[config.mk]
export PLATFORM = sky130hd
export DESIGN_NAME = std_cache_axi_wr_scheduler
export DESIGN_NICKNAME = d
export VERILOG_FILES = /design/src/rtl/std_cache_axi_wr_scheduler.sv
export SDC_FILE = /design/constraint.sdc
export NUM_CORES = 1
export LEC_CHECK = 0
export BUFFER_PORTS_ARGS = -buffer_cell sky130_fd_sc_hd__buf_2
export CAP_MARGIN = 25
export CORE_AREA = 2 2 220 222
export DETAILED_ROUTE_END_ITERATION = 8
export DIE_AREA = 0 0 222 224
export SYNTH_ARGS = -nofsm -noshare
export SYNTH_HDL_FRONTEND = slang
export SYNTH_SLANG_ARGS = --single-unit
[constraint.sdc]
create_clock -name clk_i -period 4.6 [get_ports clk_i]
set_input_delay 0.46 -clock clk_i [delete_from_list [all_inputs] [get_ports clk_i]]
set_output_delay 0.46 -clock clk_i [all_outputs]
set_load 0.01 [all_outputs]
[src/rtl/std_cache_axi_wr_scheduler.sv]
// Shares one AXI write path (AW + W) between several cache requesters.
// Round-robin AW grant; W beats steered in AW order via a ticket queue.
module std_cache_axi_wr_scheduler #(
  parameter int unsigned NumPorts       = 3,
  parameter int unsigned MaxOutstanding = 4,
  parameter int unsigned AwWidth        = 64,
  parameter int unsigned WWidth         = 73
) (
  input  logic                                 clk_i,
  input  logic                                 rst_i,
  input  logic [NumPorts-1:0]                  aw_valid_i,
  input  logic [NumPorts*AwWidth-1:0]          aw_data_i,
  output logic [NumPorts-1:0]                  aw_ready_o,
  input  logic [NumPorts-1:0]                  w_valid_i,
  input  logic [NumPorts*WWidth-1:0]           w_data_i,
  input  logic [NumPorts-1:0]                  w_last_i,
  output logic [NumPorts-1:0]                  w_ready_o,
  output logic                                 aw_valid_o,
  output logic [AwWidth-1:0]                   aw_data_o,
  input  logic                                 aw_ready_i,
  output logic                                 w_valid_o,
  output logic [WWidth-1:0]                    w_data_o,
  output logic                                 w_last_o,
  input  logic                                 w_ready_i,
  output logic [$clog2(MaxOutstanding+1)-1:0]  outstanding_o,
  output logic                                 busy_o
);

  localparam int unsigned IdxW = $clog2(NumPorts);
  localparam int unsigned PtrW = $clog2(MaxOutstanding);
  localparam int unsigned CntW = $clog2(MaxOutstanding+1);

  logic [NumPorts-1:0][AwWidth-1:0] aw_arr;
  logic [NumPorts-1:0][WWidth-1:0]  w_arr;
  assign aw_arr = aw_data_i;
  assign w_arr  = w_data_i;

  logic [IdxW-1:0] rr_ptr_q, rr_ptr_d;
  logic            lock_q, lock_d;
  logic [IdxW-1:0] locked_idx_q, locked_idx_d;
  logic [IdxW-1:0] mem_q [MaxOutstanding];
  logic [IdxW-1:0] mem_d [MaxOutstanding];
  logic [PtrW-1:0] rd_ptr_q, rd_ptr_d;
  logic [PtrW-1:0] wr_ptr_q, wr_ptr_d;
  logic [CntW-1:0] cnt_q, cnt_d;

  logic [IdxW-1:0] gnt_rr, g, h;
  logic            found, full, empty;
  logic            aw_hs, push, pop;
  int unsigned     k;
  logic [IdxW-1:0] kk;

  // First requester at or after rr_ptr, wrapping around
  always_comb begin
    gnt_rr = rr_ptr_q;
    found  = 1'b0;
    k      = 0;
    kk     = '0;
    for (int unsigned i = 0; i < NumPorts; i++) begin
      k = int'(rr_ptr_q) + i;
      if (k >= NumPorts) k = k - NumPorts;
      kk = IdxW'(k);
      if (!found && aw_valid_i[kk]) begin
        found  = 1'b1;
        gnt_rr = kk;
      end
    end
  end

  assign g     = lock_q ? locked_idx_q : gnt_rr;
  assign full  = (cnt_q == CntW'(MaxOutstanding));
  assign empty = (cnt_q == '0);
  assign h     = mem_q[rd_ptr_q];

  assign aw_valid_o = aw_valid_i[g] && !full;
  assign aw_data_o  = aw_arr[g];
  assign aw_hs      = aw_valid_o && aw_ready_i;
  assign push       = aw_hs;

  always_comb begin
    aw_ready_o    = '0;
    aw_ready_o[g] = aw_ready_i && !full;
  end

  assign w_valid_o = !empty && w_valid_i[h];
  assign w_data_o  = w_arr[h];
  assign w_last_o  = w_last_i[h];
  assign pop       = w_valid_o && w_ready_i && w_last_o;

  always_comb begin
    w_ready_o    = '0;
    w_ready_o[h] = !empty && w_ready_i;
  end

  always_comb begin
    rr_ptr_d     = rr_ptr_q;
    lock_d       = lock_q;
    locked_idx_d = locked_idx_q;
    mem_d        = mem_q;
    rd_ptr_d     = rd_ptr_q;
    wr_ptr_d     = wr_ptr_q;
    cnt_d        = cnt_q;
    if (aw_hs) begin
      lock_d   = 1'b0;
      rr_ptr_d = (g == IdxW'(NumPorts-1)) ? '0 : g + 1'b1;
    end else if (aw_valid_o) begin
      lock_d       = 1'b1;
      locked_idx_d = g;
    end
    if (push) begin
      mem_d[wr_ptr_q] = g;
      wr_ptr_d        = wr_ptr_q + 1'b1;
    end
    if (pop) rd_ptr_d = rd_ptr_q + 1'b1;
    unique case ({push, pop})
      2'b10:   cnt_d = cnt_q + 1'b1;
      2'b01:   cnt_d = cnt_q - 1'b1;
      default: cnt_d = cnt_q;
    endcase
  end

  always_ff @(posedge clk_i) begin
    if (rst_i) begin
      rr_ptr_q     <= '0;
      lock_q       <= 1'b0;
      locked_idx_q <= '0;
      rd_ptr_q     <= '0;
      wr_ptr_q     <= '0;
      cnt_q        <= '0;
    end else begin
      rr_ptr_q     <= rr_ptr_d;
      lock_q       <= lock_d;
      locked_idx_q <= locked_idx_d;
      rd_ptr_q     <= rd_ptr_d;
      wr_ptr_q     <= wr_ptr_d;
      cnt_q        <= cnt_d;
    end
  end

  // Ticket storage needs no reset: pointers and count gate every read
  always_ff @(posedge clk_i) begin
    mem_q <= mem_d;
  end

  assign outstanding_o = cnt_q;
  assign busy_o        = !empty || aw_valid_o;

endmodule
# After elaboration in Yosys (flattened, before gate mapping)

Cells that the tools add are included.

$add $sub $neg: 10
Magnitude comparators: 13
Equality and inequality tests: 4
Muxes and demuxes: 37
Bitwise logic cells: 5
Reductions and logical operators: 21

Operator list:

| operator            | count |
|---|---|
| $bmux 73 s2         | 1 |
| $bmux 64 s2         | 1 |
| $mux 73             | 1 |
| $mux 64             | 1 |
| $mux 2              | 11 |
| $lt 2x3->1 const B  | 5 |
| $bmux 1 s2          | 6 |
| $logic_and 1x1->1   | 12 |
| $mux 1              | 10 |
| $bwmux 8            | 1 |
| $add 2x1->2 const B | 3 |
| $and 3x3->3         | 2 |
| $ge 3x2->1 const B  | 2 |
| $ge 3x3->1 const B  | 2 |
| $not 2->3           | 2 |
| $pmux 3 s2          | 1 |
| $sub 2x2->2 const B | 3 |
| $bmux 2 s2          | 1 |
| $demux 1 s2         | 2 |
| $demux 2 s2         | 1 |
| $eq 2x2->1 const B  | 2 |
| $ge 2x1->1 const B  | 2 |
| $logic_not 1->1     | 4 |
| $add 2x1->3 const B | 1 |
| other kinds (13)    | 13 |

Register bits: 20
Output and inout port bits: 150
Logic and storage cells: 100

# Depth between registers and ports, before layout

Depth in word-level cells: 18
Mapped depth: 17
Depth with buffers taken out: 16

# Worst setup path after synthesis

No wires, ideal clock.

Path type: reg2reg
Start: reg rr_ptr_q[0]
End: reg cnt_q[2], in the netlist outstanding_o[2]
Setup time: 71 ps
Arrival time: 3354 ps
Data required time: 4529 ps
Path slack: 1175 ps
Cell stages (with the launch flop): 17
Clock period less this slack: 3425 ps
Cells stage by stage: dfxtp_1 -> inv_1 -> ha_1 -> buf_2 -> nand2b_1 -> a211o_1 -> a211o_1 -> o2111a_1 -> nor3_4 -> nor3_4 -> inv_1 -> ha_1 -> inv_1 -> fa_1 -> xor2_1 -> or3_1 -> a21oi_1

Word-level cells in the longest chain between the ends: 18
Elaborated cells on any way between the ends: 35

Ends and longest elaborated chain:

| what                                                 | RTL line | source |
|---|---|---|
| start, declared                                      | 38       | `logic [IdxW-1:0] rr_ptr_q, rr_ptr_d;` |
| start signal, assigned                               | 131      | `rr_ptr_q <= rr_ptr_d;` |
| branches (longest 10 deep; another with $add 2x1->3) | n/a      |  |
| $mux 2 *                                             | 63       | `if (!found && aw_valid_i[kk]) begin` |
| $mux 2 *                                             | 70       | `assign g = lock_q ? locked_idx_q : gnt_rr;` |
| $bmux 1 s2 *                                         | 75       | `assign aw_valid_o = aw_valid_i[g] && !full;` |
| $mux 1 (not written as such) *                       | 75       |  |
| $logic_and 1x1->1 *                                  | 75       |  |
| $logic_and 1x1->1 *                                  | 77       | `assign aw_hs = aw_valid_o && aw_ready_i;` |
| $eq 2x1->1 or $eq 2x2->1 (tied branches)             | 115      | `unique case ({push, pop})` |
| $pmux 3 s2 or $reduce_bool 2->1 (tied branches)      | n/a      |  |
| end signal, assigned                                 | 136      | `cnt_q <= cnt_d;` |
| end, declared                                        | 45       | `logic [CntW-1:0] cnt_q, cnt_d;` |

Mark *: on every way between the ends. The select of a mux whose other input is x is not followed.
A chain may end at the register's enable or synchronous reset.

# Worst setup path after layout

Start: reg rr_ptr_q[0]
End: out aw_data_o[61]

Word-level cells in the longest chain between the ends: 14
Elaborated cells on any way between the ends: 29

Ends and longest elaborated chain:

| what                                                 | RTL line | source |
|---|---|---|
| branches (longest 10 deep; another with $add 2x1->3) | n/a      |  |
| $mux 2 *                                             | 63       |  |
| $mux 2 *                                             | 70       |  |
| $bmux 64 s2 *                                        | 76       | `assign aw_data_o = aw_arr[g];` |
| $mux 64 (not written as such) *                      | 76       |  |
| end, declared                                        | 19       | `output logic [AwWidth-1:0] aw_data_o,` |

Marked as above.

==> results_dict.tcl <==
set metrics [dict create \
    finalSetupTns_ps 0 \
    cap_viol_max_count 0 \
    syn_inst 617 \
    hold_violations 0 \
    syn_nets 1051 \
    fin_crit_ps 3990 \
    slew_headroom 0.488 \
    dieArea_sq_mm 0.0497 \
    final_nets 1595 \
    hp-class "reg -> reg" \
    die_h_microns 224 \
    areaGrowthSynthToFinish_pct 82.7 \
    worst_pin_slew_ps 767 \
    viasPerCell 3.78 \
    cts_tree "built" \
    grt_overflow 0 \
    grtUsageTotal 0.138 \
    grt_pass1_vias 6614 \
    clock_latency_ps 250 \
    ir_drop_uv 377 \
    avgRoutedWirePerCell_microns 20.5 \
    syn_area_sq_mm 0.00437 \
    slew_violations 0 \
    vias 6755 \
    holdBufCountCts 0 \
    synthDistinctLibCells 59 \
    grt_max_degree 74 \
    wirelength_microns 36500 \
    synth_seq_area_share 0.110 \
    syn_area_per_cell_sq_um 7.08 \
    required_ps 4140 \
    reg2reg_from "rr_ptr_q[0]" \
    drt_first_pass_iters 4 \
    numCtsBuffers 3 \
    end_kind "output pin" \
    synthFlopType "dfxtp_1" \
    post_cts_buffers 0 \
    startpoint "rr_ptr_q[0]" \
    cp-start-kind "flop" \
    die_w_microns 222 \
    synthTopCellsByCount "143 x mux2i_1, 136 x nand2_1, 76 x o21ai_0, 57 x o21ai_1, 24 x clkbuf_1" \
    post-dp-hpwl_microns 33600 \
    io_pins 574 \
    synth_top_area_cell "mux2i_1" \
    cts_resized 0 \
    path_clk_slew_ps 50 \
    synth.top_cell.area_share 0.328 \
    finalSetupViolCount 0 \
    drive_above_1_share 0.537 \
    status "completed" \
    async_flop_share 0 \
    synth_edf_count 8 \
    htree_levels 1 \
    cts_root_buffer "clkbuf_16" \
    place_congestion 0.888 \
    hold_start "wr_ptr_q[1]" \
    antenna_found_initial 13 \
    max_freq_ghz 0.251 \
    p_leak_uw 0.00425 \
    rows 80 \
    grt_first_pass_wirelength_microns 48300 \
    coreArea_sq_mm 0.0473 \
    skew_ps 2.46 \
    drt_iter0_drc 254 \
    synth_area_leaders "mux2i_1 33%, nand2_1 12%, o21ai_0 8.7%, o21ai_1 6.5%, dfxtp_1 5.5%" \
    rsz0062_at_grt "no" \
    start_util 0.0923 \
    yosysWarnings 0 \
    synth_seq_cells 20 \
    hold_ws_ps 499 \
    drc 0 \
    drtAntennaViolNets 0 \
    crit_fanout 66 \
    clock-sinks 20 \
    port_buffers 573 \
    worstSetupPathType "reg -> out" \
    critPathArrivalTime_ps 3530 \
    clockBufferDepth 2 \
    yosysMostFrequentCell "mux2i_1" \
    min_period_over_period 0.867 \
    p_per_area_mw_per_mm2 599 \
]
-- worst paths after layout --
path              slack (ps)               end  cells after the start
setup / recovery         610     aw_data_o[61]                     10
hold / removal           500       wr_ptr_q[1]                      2
setup reg to reg         680  outstanding_o[2]                     15
hold reg to reg          500       wr_ptr_q[1]                      2
-- routing by layer --
layer	wire [microns]	vias to the layer above	GRT usage
li1	-	3284	-
met1	12200	3026	0.130
met2	20400	403	0.286
met3	2430	40	0.0253
met4	1430	2	0.0626
met5	12	-	0
-- logic make-up (layout without fill, tap and decap cells) --
kind of cell,count (synthesis),in the layout,share of synthesized area
buffers and inverters,68,611,0.0802
other,0,10,0
flip-flops,20,20,0.110
XOR/XNOR,3,3,0.00601
AO/OA/AOI/OAI,173,173,0.229
AND/OR/NAND/NOR,196,196,0.201
adder cells (fa/ha/maj),10,10,0.0304
multiplexers,147,147,0.344
-- through the flow --
step	util	power [uW]	area [sq um]	cells	setup WS (ps)
4_1_cts	0.168	4950	7960	1775	604
5_1_grt	0.169	5140	7980	1784	345
3_3_place_gp	0.166	4750	7880	1771	830
6_report	0.169	4780	7980	1785	610
2_1_floorplan	-	2690	4370	617	1180
3_5_place_dp	0.166	4760	7880	1771	800
-- state kept, by name, indices dropped and copies added, names as in the netlist --
name           flops
wr_ptr_q           2
lock_q             1
locked_idx_q       2
rd_ptr_q           2
rr_ptr_q           2
mem_q              8
outstanding_o      3
-- placed cells by master, fill, tap and decap left out, types with 9 or more instances in the layout --
master,count
mux2i_1,143
nand2_2,10
o21ai_1,56
nor2_1,12
diode_2,10
dfxtp_1,12
ha_1,9
buf_4,15
buf_2,573
inv_1,17
o21ai_2,10
nand2_1,136
o21ai_0,76
-- critical path, cell delays in order, from the launching register on --
cell      delay, ps
dfxtp_1         370
inv_1           110
ha_1            510
mux2i_1         270
o22a_1          150
a22oi_1          70
o41a_4          530
clkinv_4        100
buf_4           550
o21ai_1         300
buf_2           230
-- cell type report --
class	count	area, sq um
fill	5550	39400
multi-input combinational	529	3560
timing repair buffer	589	3000
tap	615	769
sequential	20	480
clock buffer	3	75.1
inverter	18	72.6
antenna	10	25.0
clock inverter	1	3.75
-- report_power, final --
| group | internal, uW | switching (uW) | leakage, uW |
|---|---|---|---|
| Combinational | 1600 | 2740 | 0.00404 |
| Sequential | 237 | 30.5 | 0.000172 |
| Clock | 116 | 62.0 | 0.0000386 |
Power figures use the tool's default switching activity.
